**config.mk**
```make
export PLATFORM = sky130hd
export DESIGN_NAME = leaf_stream_injector
export DESIGN_NICKNAME = d
export VERILOG_FILES = /design/src/rtl/leaf_pkt_pkg.sv /design/src/rtl/leaf_stream_injector_credit_counter.sv /design/src/rtl/leaf_stream_injector.sv
export SDC_FILE = /design/constraint.sdc
export NUM_CORES = 1
export LEC_CHECK = 0
export ABC_AREA = 1
export BUFFER_PORTS_ARGS = -buffer_cell sky130_fd_sc_hd__buf_2
export CAP_MARGIN = 20
export CORE_AREA = 2 2 125 127
export DETAILED_ROUTE_END_ITERATION = 7
export DIE_AREA = 0 0 127 129
export GPL_TIMING_DRIVEN = 1
export PLACE_DENSITY = 0.78
export SYNTH_ARGS = -nofsm -noshare
export SYNTH_HDL_FRONTEND = slang
export SYNTH_SLANG_ARGS = --single-unit
export TNS_END_PERCENT = 50
```
**constraint.sdc**
```tcl
create_clock -name clk_400 -period 5.08 [get_ports clk_400]
set_clock_uncertainty 0.15 [all_clocks]
set_input_delay 0.254 -clock clk_400 [delete_from_list [all_inputs] [get_ports clk_400]]
set_output_delay 0.254 -clock clk_400 [all_outputs]
set_load 0.005 [all_outputs]
```
**src/rtl/leaf_pkt_pkg.sv**
```systemverilog
// leaf_pkt_pkg: 49-bit BFT packet layout and pack/unpack helpers,
// shared by leaf-side RTL, this injector and benches.
package leaf_pkt_pkg;
    localparam int PKT_W     = 49;
    localparam int PAYLOAD_W = 32;
    localparam int LEAF_W    = 5;
    localparam int PORT_W    = 4;
    localparam int ADDR_W    = 7;
    localparam int VALID_BIT = 48;
    localparam int LEAF_LSB  = 43;
    localparam int PORT_LSB  = 39;
    localparam int ADDR_LSB  = 32;
    localparam logic [PORT_W-1:0] CTRL_PORT = '0;

    typedef struct packed {
        logic                 valid;
        logic [LEAF_W-1:0]    leaf;
        logic [PORT_W-1:0]    port;
        logic [ADDR_W-1:0]    addr;
        logic [PAYLOAD_W-1:0] payload;
    } pkt_t;

    function automatic logic [PKT_W-1:0] pack_pkt(
        input logic [LEAF_W-1:0]    leaf,
        input logic [PORT_W-1:0]    port,
        input logic [ADDR_W-1:0]    addr,
        input logic [PAYLOAD_W-1:0] payload
    );
        logic [PKT_W-1:0] w;
        w = '0;
        w[VALID_BIT]               = 1'b1;
        w[LEAF_LSB +: LEAF_W]      = leaf;
        w[PORT_LSB +: PORT_W]      = port;
        w[ADDR_LSB +: ADDR_W]      = addr;
        w[PAYLOAD_W-1:0]           = payload;
        return w;
    endfunction

    function automatic pkt_t unpack_pkt(input logic [PKT_W-1:0] w);
        pkt_t p;
        p.valid   = w[VALID_BIT];
        p.leaf    = w[LEAF_LSB +: LEAF_W];
        p.port    = w[PORT_LSB +: PORT_W];
        p.addr    = w[ADDR_LSB +: ADDR_W];
        p.payload = w[PAYLOAD_W-1:0];
        return p;
    endfunction
endpackage

```
**src/rtl/leaf_stream_injector_credit_counter.sv**
```systemverilog
// leaf_credit_counter: per-port send credits, -1 per send, +amount per return,
// saturating at CREDIT_INIT with a one-cycle overflow flag.
module leaf_credit_counter #(
    parameter int CREDIT_INIT = 128,
    parameter int CW          = $clog2(CREDIT_INIT) + 1
) (
    input  logic          clk_i,
    input  logic          rst_ni,
    input  logic          dec_i,
    input  logic          inc_i,
    input  logic [CW-1:0] amount_i,
    output logic [CW-1:0] credit_o,
    output logic          nonzero_o,
    output logic          overflow_o
);
    logic [CW-1:0] credit_q, credit_d;
    logic [CW:0]   sum;

    // One extra bit so a return on a nearly full port cannot wrap before the compare.
    assign sum        = {1'b0, credit_q} + (inc_i ? {1'b0, amount_i} : '0) - {{CW{1'b0}}, dec_i};
    assign overflow_o = sum > (CW+1)'(CREDIT_INIT);
    assign credit_d   = overflow_o ? CW'(CREDIT_INIT) : sum[CW-1:0];
    assign credit_o   = credit_q;
    assign nonzero_o  = |credit_q;

    always_ff @(posedge clk_i or negedge rst_ni) begin
        if (!rst_ni) credit_q <= CW'(CREDIT_INIT);
        else         credit_q <= credit_d;
    end
endmodule

```
**src/rtl/leaf_stream_injector.sv**
```systemverilog
// leaf_stream_injector: round-robin packs NUM_PORTS word streams into BFT packets
// under per-port credits, and decodes leaf packets into data words and credit returns.
module leaf_stream_injector
    import leaf_pkt_pkg::*;
#(
    parameter int NUM_PORTS             = 3,
    parameter int CREDIT_INIT           = 128,
    parameter int FREESPACE_UPDATE_SIZE = 64
) (
    input  logic                          clk_400,
    input  logic                          reset_400_n,
    input  logic [LEAF_W-1:0]             dest_leaf,
    input  logic [NUM_PORTS*PAYLOAD_W-1:0] din_user,
    input  logic [NUM_PORTS-1:0]          vld_user,
    output logic [NUM_PORTS-1:0]          ack_user,
    output logic [PKT_W-1:0]              dout_pkt2leaf,
    input  logic [PKT_W-1:0]              din_pkt_leaf2host,
    output logic [PAYLOAD_W-1:0]          dout_rx,
    output logic [PORT_W-1:0]             port_rx,
    output logic                          vld_rx,
    input  logic                          resend,
    output logic                          credit_err
);
    localparam int CW = $clog2(CREDIT_INIT) + 1;
    localparam int PW = (NUM_PORTS > 1) ? $clog2(NUM_PORTS) : 1;

    pkt_t                          rx_pkt;
    logic [NUM_PORTS-1:0]          elig, grant, inc, nonzero, overflow;
    logic [NUM_PORTS-1:0][CW-1:0]  credit;
    logic [PW-1:0]                 win, ptr_q, ptr_d;
    logic                          found, ctrl_rx, data_rx, bad_ret, unused_bits;
    logic [PORT_W-1:0]             ret_port;
    logic [ADDR_W-1:0]             addr_q [NUM_PORTS];
    logic [PKT_W-1:0]              tx_q, tx_d;
    logic [PAYLOAD_W-1:0]          dout_rx_q;
    logic [PORT_W-1:0]             port_rx_q;
    logic                          vld_rx_q, credit_err_q;

    assign rx_pkt   = unpack_pkt(din_pkt_leaf2host);
    assign ctrl_rx  = rx_pkt.valid && rx_pkt.port == CTRL_PORT;
    assign data_rx  = rx_pkt.valid && rx_pkt.port != CTRL_PORT;
    assign ret_port = rx_pkt.payload[PORT_W-1:0];
    assign bad_ret  = ctrl_rx && (ret_port == '0 || ret_port > PORT_W'(NUM_PORTS));
    assign unused_bits = ^{credit, rx_pkt.leaf, rx_pkt.addr};

    for (genvar k = 0; k < NUM_PORTS; k++) begin : g_port
        assign elig[k] = vld_user[k] && nonzero[k] && !resend;
        assign inc[k]  = ctrl_rx && ret_port == PORT_W'(k + 1);
        leaf_credit_counter #(.CREDIT_INIT(CREDIT_INIT), .CW(CW)) u_cnt (
            .clk_i      (clk_400),
            .rst_ni     (reset_400_n),
            .dec_i      (grant[k]),
            .inc_i      (inc[k]),
            .amount_i   (CW'(FREESPACE_UPDATE_SIZE)),
            .credit_o   (credit[k]),
            .nonzero_o  (nonzero[k]),
            .overflow_o (overflow[k])
        );
    end

    // First eligible stream at or after the pointer wins.
    always_comb begin
        grant = '0;
        win   = '0;
        found = 1'b0;
        for (int i = 0; i < NUM_PORTS; i++) begin
            if (!found && elig[(int'(ptr_q) + i) % NUM_PORTS]) begin
                found = 1'b1;
                win   = PW'((int'(ptr_q) + i) % NUM_PORTS);
            end
        end
        if (found) grant[win] = 1'b1;
        ptr_d = !found ? ptr_q : (win == PW'(NUM_PORTS - 1)) ? '0 : win + 1'b1;
        tx_d  = found ? pack_pkt(dest_leaf, PORT_W'(win) + PORT_W'(1), addr_q[win],
                                 din_user[int'(win)*PAYLOAD_W +: PAYLOAD_W]) : '0;
    end

    always_ff @(posedge clk_400 or negedge reset_400_n) begin
        if (!reset_400_n) begin
            ptr_q        <= '0;
            tx_q         <= '0;
            addr_q       <= '{default: '0};
            dout_rx_q    <= '0;
            port_rx_q    <= '0;
            vld_rx_q     <= 1'b0;
            credit_err_q <= 1'b0;
        end else begin
            ptr_q <= ptr_d;
            tx_q  <= tx_d;
            for (int i = 0; i < NUM_PORTS; i++)
                if (grant[i]) addr_q[i] <= addr_q[i] + 1'b1;
            vld_rx_q <= data_rx;
            if (data_rx) begin
                dout_rx_q <= rx_pkt.payload;
                port_rx_q <= rx_pkt.port;
            end
            credit_err_q <= credit_err_q || |overflow || bad_ret;
        end
    end

    assign ack_user      = grant;
    assign dout_pkt2leaf = resend ? '0 : tx_q;
    assign dout_rx       = dout_rx_q;
    assign port_rx       = port_rx_q;
    assign vld_rx        = vld_rx_q;
    assign credit_err    = credit_err_q;
endmodule

```
After elaboration in Yosys (flattened, before gate mapping). Index checks and enable logic that the tools add are counted.

Output and inout bits: 90. Input bits: 156. Flip-flop bits (word level): 134. Logic and storage cells: 102.

Shift operators: 1. Multiplexer cells: 30. Bitwise logic cells: 1. Equal/unequal tests: 4. Add/sub/neg operators: 13. Reduce and logical (&&, ||, !) cells: 28. $lt $le $gt $ge: 10. Divide/modulo/power cells: 3.

Operators by type and width (number): 49-bit 2-to-1 mux (2); 32-bit by 4-bit < comparator with 1-bit output, second input constant (3); 96-bit by 8-bit variable part select with 32-bit output (1); 32-bit by 3-bit remainder unit with 32-bit output, second input constant (2); 7-bit 2-to-1 mux (5); 3-bit by 3-bit remainder unit with 32-bit output, second input constant (1); 8-bit by 9-bit adder with 9-bit output (3); 9-bit by 8-bit > comparator with 1-bit output, second input constant (3); 9-bit by 1-bit subtractor with 9-bit output (3); 8-bit 2-to-1 mux (3); 8-bit OR reduction (3); 7-bit by 1-bit adder with 7-bit output, second input constant (3); 1-bit logical AND (15); 7-bit binary-select mux with 2-bit select (1); 1-bit 2-to-1 mux (10); 4-bit by 2-bit == test with 1-bit output, second input constant (2); 4-bit logical NOT (2); 2-bit 2-to-1 mux (4); 2-bit by 1-bit adder with 3-bit output, second input constant (2); 1-bit binary-select mux with 2-bit select (3); 4-bit by 1-bit == test with 1-bit output, second input constant (1); 4-bit by 2-bit > comparator with 1-bit output, second input constant (1); 4-bit nonzero test (1); 2-bit by 2-bit adder with 3-bit output, second input constant (1); 11 further kinds (15).

Logic depth before layout (Yosys ltp).
Depth after elaboration: 23. Mapped depth: 31. Depth with buffers taken out: 30.

Cells and area by module. From an unflattened synthesis, not the netlist that was laid out.

Cells, all modules: 1162. Area, all modules: 8605.8 sq um.

By module, submodules not included: leaf_stream_injector (area an instance 5595.4 sq um, cells each 691, seq. area each 2727.6 sq um, times used 1); leaf_credit_counter (area an instance 1003.5 sq um, cells each 157, seq. area each 201.4 sq um, times used 3).

Worst setup path before layout. No wires, ideal clock.

Path type: reg-to-reg. Start point: reg ptr_q[0]. End point: reg credit_err_q, in the netlist credit_err. Library setup time: 119 ps. Clock period less this slack: 3932 ps. Required time: 4811 ps. Arrival: 3663 ps. Path slack: 1148 ps. Cell stages (with the launch flop): 29. Path buffers: 1. Cell sequence: dfrtp_1 > inv_1 > ha_1 > inv_1 > nand3_1 > nand2_1 > nand2_1 > nand2_1 > nand2_1 > nand2_1 > nand2_1 > nand2_2 > inv_4 > nand2_4 > inv_4 > buf_6 > ha_1 > inv_1 > ha_1 > inv_1 > fa_1 > o31ai_1 > xor2_1 > nor3b_1 > nand2_1 > nand2_1 > nand2_1 > nor2_1 > nand2_1.

Longest elaborated chain between the ends: 21. Elaborated cells between the ends (all ways): 39. Classes of those cells: 5 x add/sub; 3 x div; 5 x order compare; 18 x mux; 8 x reduce/logical.

Ends and longest elaborated chain: from (decl) (line leaf_stream_injector.sv:30) `logic [PW-1:0] win, ptr_q, ptr_d;`; from (signal assigned) (line leaf_stream_injector.sv:88) `ptr_q <= ptr_d;`; parallel branches: the longest is 15 deep, another holds 32-bit by 3-bit remainder unit with 32-bit output; 3-bit 2-to-1 mux * (line leaf_stream_injector.sv:72) `if (found) grant[win] = 1'b1;`; net g_port[0].u_cnt.dec_i (line leaf_stream_injector_credit_counter.sv:9) `input logic dec_i,`; 9-bit by 1-bit subtractor with 9-bit output * (line leaf_stream_injector_credit_counter.sv:20) `assign sum = {1'b0, credit_q} + (inc_i ? {1'b0, amount_i} : '0) - {{CW{1'b0}}, dec_i};`; 9-bit by 8-bit > comparator with 1-bit output * (line leaf_stream_injector_credit_counter.sv:21) `assign overflow_o = sum > (CW+1)'(CREDIT_INIT);`; 3-bit OR reduction * (line leaf_stream_injector.sv:97) `credit_err_q <= credit_err_q || |overflow || bad_ret;`; 1-bit logical OR * (2 in series) (line leaf_stream_injector.sv:97); to (signal assigned) (line leaf_stream_injector.sv:97); to (decl) (line leaf_stream_injector.sv:37) `logic vld_rx_q, credit_err_q;`.

Mark *: on every way through the listed nets, which the timed path passes. The select of a mux whose other input is x is not followed. A chain may end at the register's enable or synchronous reset.

Final worst setup path.
Start point: reg ptr_q[0]. End point: reg credit_err_q, in the netlist credit_err.

Longest elaborated chain between the ends: 21. Elaborated cells between the ends (all ways): 39. Classes of those cells: 5 x add/sub; 3 x div; 5 x order compare; 18 x mux; 8 x reduce/logical.

Ends and longest elaborated chain (line): parallel branches: the longest is 15 deep, another holds 32-bit by 3-bit remainder unit with 32-bit output; 3-bit 2-to-1 mux * (leaf_stream_injector.sv:72); 9-bit by 1-bit subtractor with 9-bit output (leaf_stream_injector_credit_counter.sv:20); 9-bit by 8-bit > comparator with 1-bit output (leaf_stream_injector_credit_counter.sv:21); 3-bit OR reduction * (leaf_stream_injector.sv:97); 1-bit logical OR * (2 in series) (leaf_stream_injector.sv:97).

Every way passes the cells marked *. The select of a mux whose other input is x is not followed.

==> results.yml <==
hold_path:
  hold_path_depth: 5
  min_path_type: "in2reg"
  whs_endpoint: "tx_q[11]$_DFF_PN0_"
  hp-start: "din_user[43]"
die:
  ios: 246
  start_util_pct: 49.0
  dieWidth_microns: 127
  die-area_sq_mm: 0.0164
  rows: 45
  coreArea_sq_mm: 0.0150
  die_h_microns: 129
finish:
  area_growth_pct: 40.2
  final_cell_mix: "330 x nand2_1, 231 x buf_2, 154 x inv_1"
  fin_util_pct: 68.8
  n_antenna_cell: 0
  layout-drive-gt1-share_pct: 22.5
  fin_cells: 1498
  final_common_cell: "nand2_1"
  nNetsFinal: 1494
  postLayoutCellArea_sq_mm: 0.0103
sta:
  rsz0062_at_grt: "no"
  slew_headroom_pct: 50.6
  period_share_pct: 91.5
  maxSlewViolCount: 0
  fin_tns_setup_ps: 0
  worst_pin_slew_ps: 740
  finalSetupViolCount: 0
  hold_viol_final: 0
  post-route-min-period_ps: 4650
  finalWorstSetupSlack_ps: 433
  holdWs_ps: 14.9
  fmax_mhz: 215
routing:
  drc_errors: 0
  wl_per_cell_microns: 14.3
  viasPerCell: 4.88
  drtAntennaViolNets: 0
  drt-initial-drc-count: 369
  first_pass_iters: 7
  vias: 7307
  routed_wl_mm: 21.4
global_route:
  antenna_found_initial: 0
  grtUsageTotal_pct: 26.0
  grt_pass1_wl_mm: 33.6
  grt_start_max_net_pins: 76
  grt_pass1_vias: 7248
  grt.overflow.total: 0
critical_path:
  rrSetupSlack_ps: 430
  required_ps: 5230
  arrival_ps: 4800
  crit_type: "reg2reg"
  crit_fanout: 19
  timing.rr.end: "credit_err$_DFF_PN0_"
  reg2reg_from: "ptr_q[0]$_DFFE_PN0P_"
  end_kind: "flip-flop"
  cp-start-kind: "flip-flop"
  reg2regPathDepth: 27
power_and_ir_drop:
  p_total_mw: 6.52
  irDropWorstVdd_mv: 0.493
  power.density_mw_per_mm2: 633
  leakagePower_nw: 5.81
run_status:
  outcome: "finished, final reports clean"
place:
  gp_congestion: 0.838
  io_buffer_count: 232
  placed_cell_area_sq_mm: 0.00863
  dpl.cell_count: 1366
  dp_slack_ps: 573
  place_hpwl_mm: 13.5
logic_synthesis:
  yosys.area.top_type: "dfrtp_1"
  ys_types: 37
  synth_compound_area_share_pct: 4.05
  synth_top_family_by_area: "simple AND/OR/NAND/NOR gates"
  synth_top_area_share_pct: 44.3
  ys_seq_area_share_pct: 45.4
  synth_fa_ha_area_share_pct: 7.29
  ys_top_cells_by_area: "dfrtp_1 44%, nand2_1 17%, inv_1 7.9%, ha_1 6.5%, nor2_1 5.1%"
  synth_seq_cells: 133
  synthesis.area_per_instance_sq_um: 7.57
  syn_area_sq_mm: 0.00734
  synth_xor_area_share_pct: 4.05
  yosys.area_share.simple_pct: 28.6
  syn_inst: 970
  ys_warn_count: 0
  synth.area.mux_share_pct: 0
clock_tree:
  insertion_delay_ps: 420
  clkTransAtPathRegs_ps: 60
  htree_levels: 4
  cts_sinks: 133
  cts_tree: "built"
  clk_path_buf_depth: 2
  cts_made_buffers: 17
  cts-root-buf: "clkbuf_16"
run:
  drv_cap: 0
[metal layers]
| layer | vias to the layer above | track usage (%) | part of all wire [%] |
|---|---|---|---|
| li1 | 3581 | - | - |
| met1 | 3410 | 30.0 | 40 |
| met2 | 257 | 47.7 | 52 |
| met3 | 59 | 4.24 | 5.0 |
| met4 | 0 | 11.6 | 3.5 |
| met5 | - | 0 | 0 |
[state kept, by name (all words and copies together) (netlist names)]
name                   cells
dout_rx                   32
g_port.u_cnt.credit_o     24
port_rx                    4
addr_q                    21
credit_err                 1
vld_rx                     1
ptr_q                      2
tx_q                      48
[cells in the mapped netlist, drive strengths merged]
library cell / instances
nor4: 1
xnor2: 12
or2: 5
nor3: 6
nor3b: 2
clkbuf: 10
conb: 1
inv: 158
dfrtp: 130
nor2: 103
ha: 38
nand3b: 1
nand3: 51
o21ai: 15
nand4: 11
o31ai: 1
dfstp: 3
o21bai: 2
fa: 3
nand2: 335
buf: 23
xor2: 22
a31o: 1
o211ai: 3
a21oi: 33
[cells by family after synthesis]
| kind of cell | after synthesis |
|---|---|
| flip-flops | 133 |
| buffers and inverters | 191 |
| other | 1 |
| XOR/XNOR | 34 |
| adder cells (fa/ha/maj) | 41 |
| AND/OR/NAND/NOR | 515 |
| AO/OA/AOI/OAI | 55 |
[report_power, final]
group / leakage, nW / switching (mW) / total, mW / internal (mW)
clock: 0.311 / 0.466 / 1.35 / 0.885
sequential: 1.66 / 0.161 / 1.59 / 1.43
combinational: 3.83 / 2.19 / 3.58 / 1.39
total: 5.81 / 2.81 / 6.52 / 3.71
[what timing repair did]
action / 4_1_cts / 5_1_grt
hold buffers: 99 / 0
endpoints found under the hold margin: 143 / 0
resized for setup: 0 / 0
setup buffers: 0 / 0
[worst max path at each step]
stage / endpoint / cells after the start / slack, ps / from
after floorplan: credit_err$_DFF_PN0_ / 28 / 1150 / ptr_q[0]$_DFFE_PN0P_
after global placement: credit_err$_DFF_PN0_ / 27 / 620 / ptr_q[0]$_DFFE_PN0P_
after detailed placement: credit_err$_DFF_PN0_ / 27 / 570 / ptr_q[0]$_DFFE_PN0P_
after CTS: credit_err$_DFF_PN0_ / 27 / 470 / ptr_q[0]$_DFFE_PN0P_
after global routing: credit_err$_DFF_PN0_ / 27 / 100 / ptr_q[0]$_DFFE_PN0P_
final: credit_err$_DFF_PN0_ / 27 / 430 / ptr_q[0]$_DFFE_PN0P_
[worst max-delay path, stage by stage (launching register included)]
cell     delay [ps]
dfrtp_1         370
inv_1            70
ha_1            380
inv_1           160
nand3_1         140
nand2_1          80
nand2_1          50
nand2_1         110
nand2_1          80
nand2_1          80
nand2_2         190
nand2_4         150
nor2_4           50
nand2_4         160
inv_4           140
ha_1            200
inv_1            50
ha_1            150
inv_1            50
fa_1            400
o31ai_1         420
xor2_1          230
nor3b_1         210
nand2_1          70
nand2_1          60
nand2_1         160
nor2_1          140
nand2_1          60
[layout make-up]
type                    instances  area [sq um]
flip-flops and latches        133          3330
well taps                     188           235
clock buffers                  20           447
clock inverters                12           201
repair buffers                340          2250
inverters                     158           598
multi-input cells             647          3240
fillers                      1155          4680
Note: power is estimated with default switching activity, not from simulation.
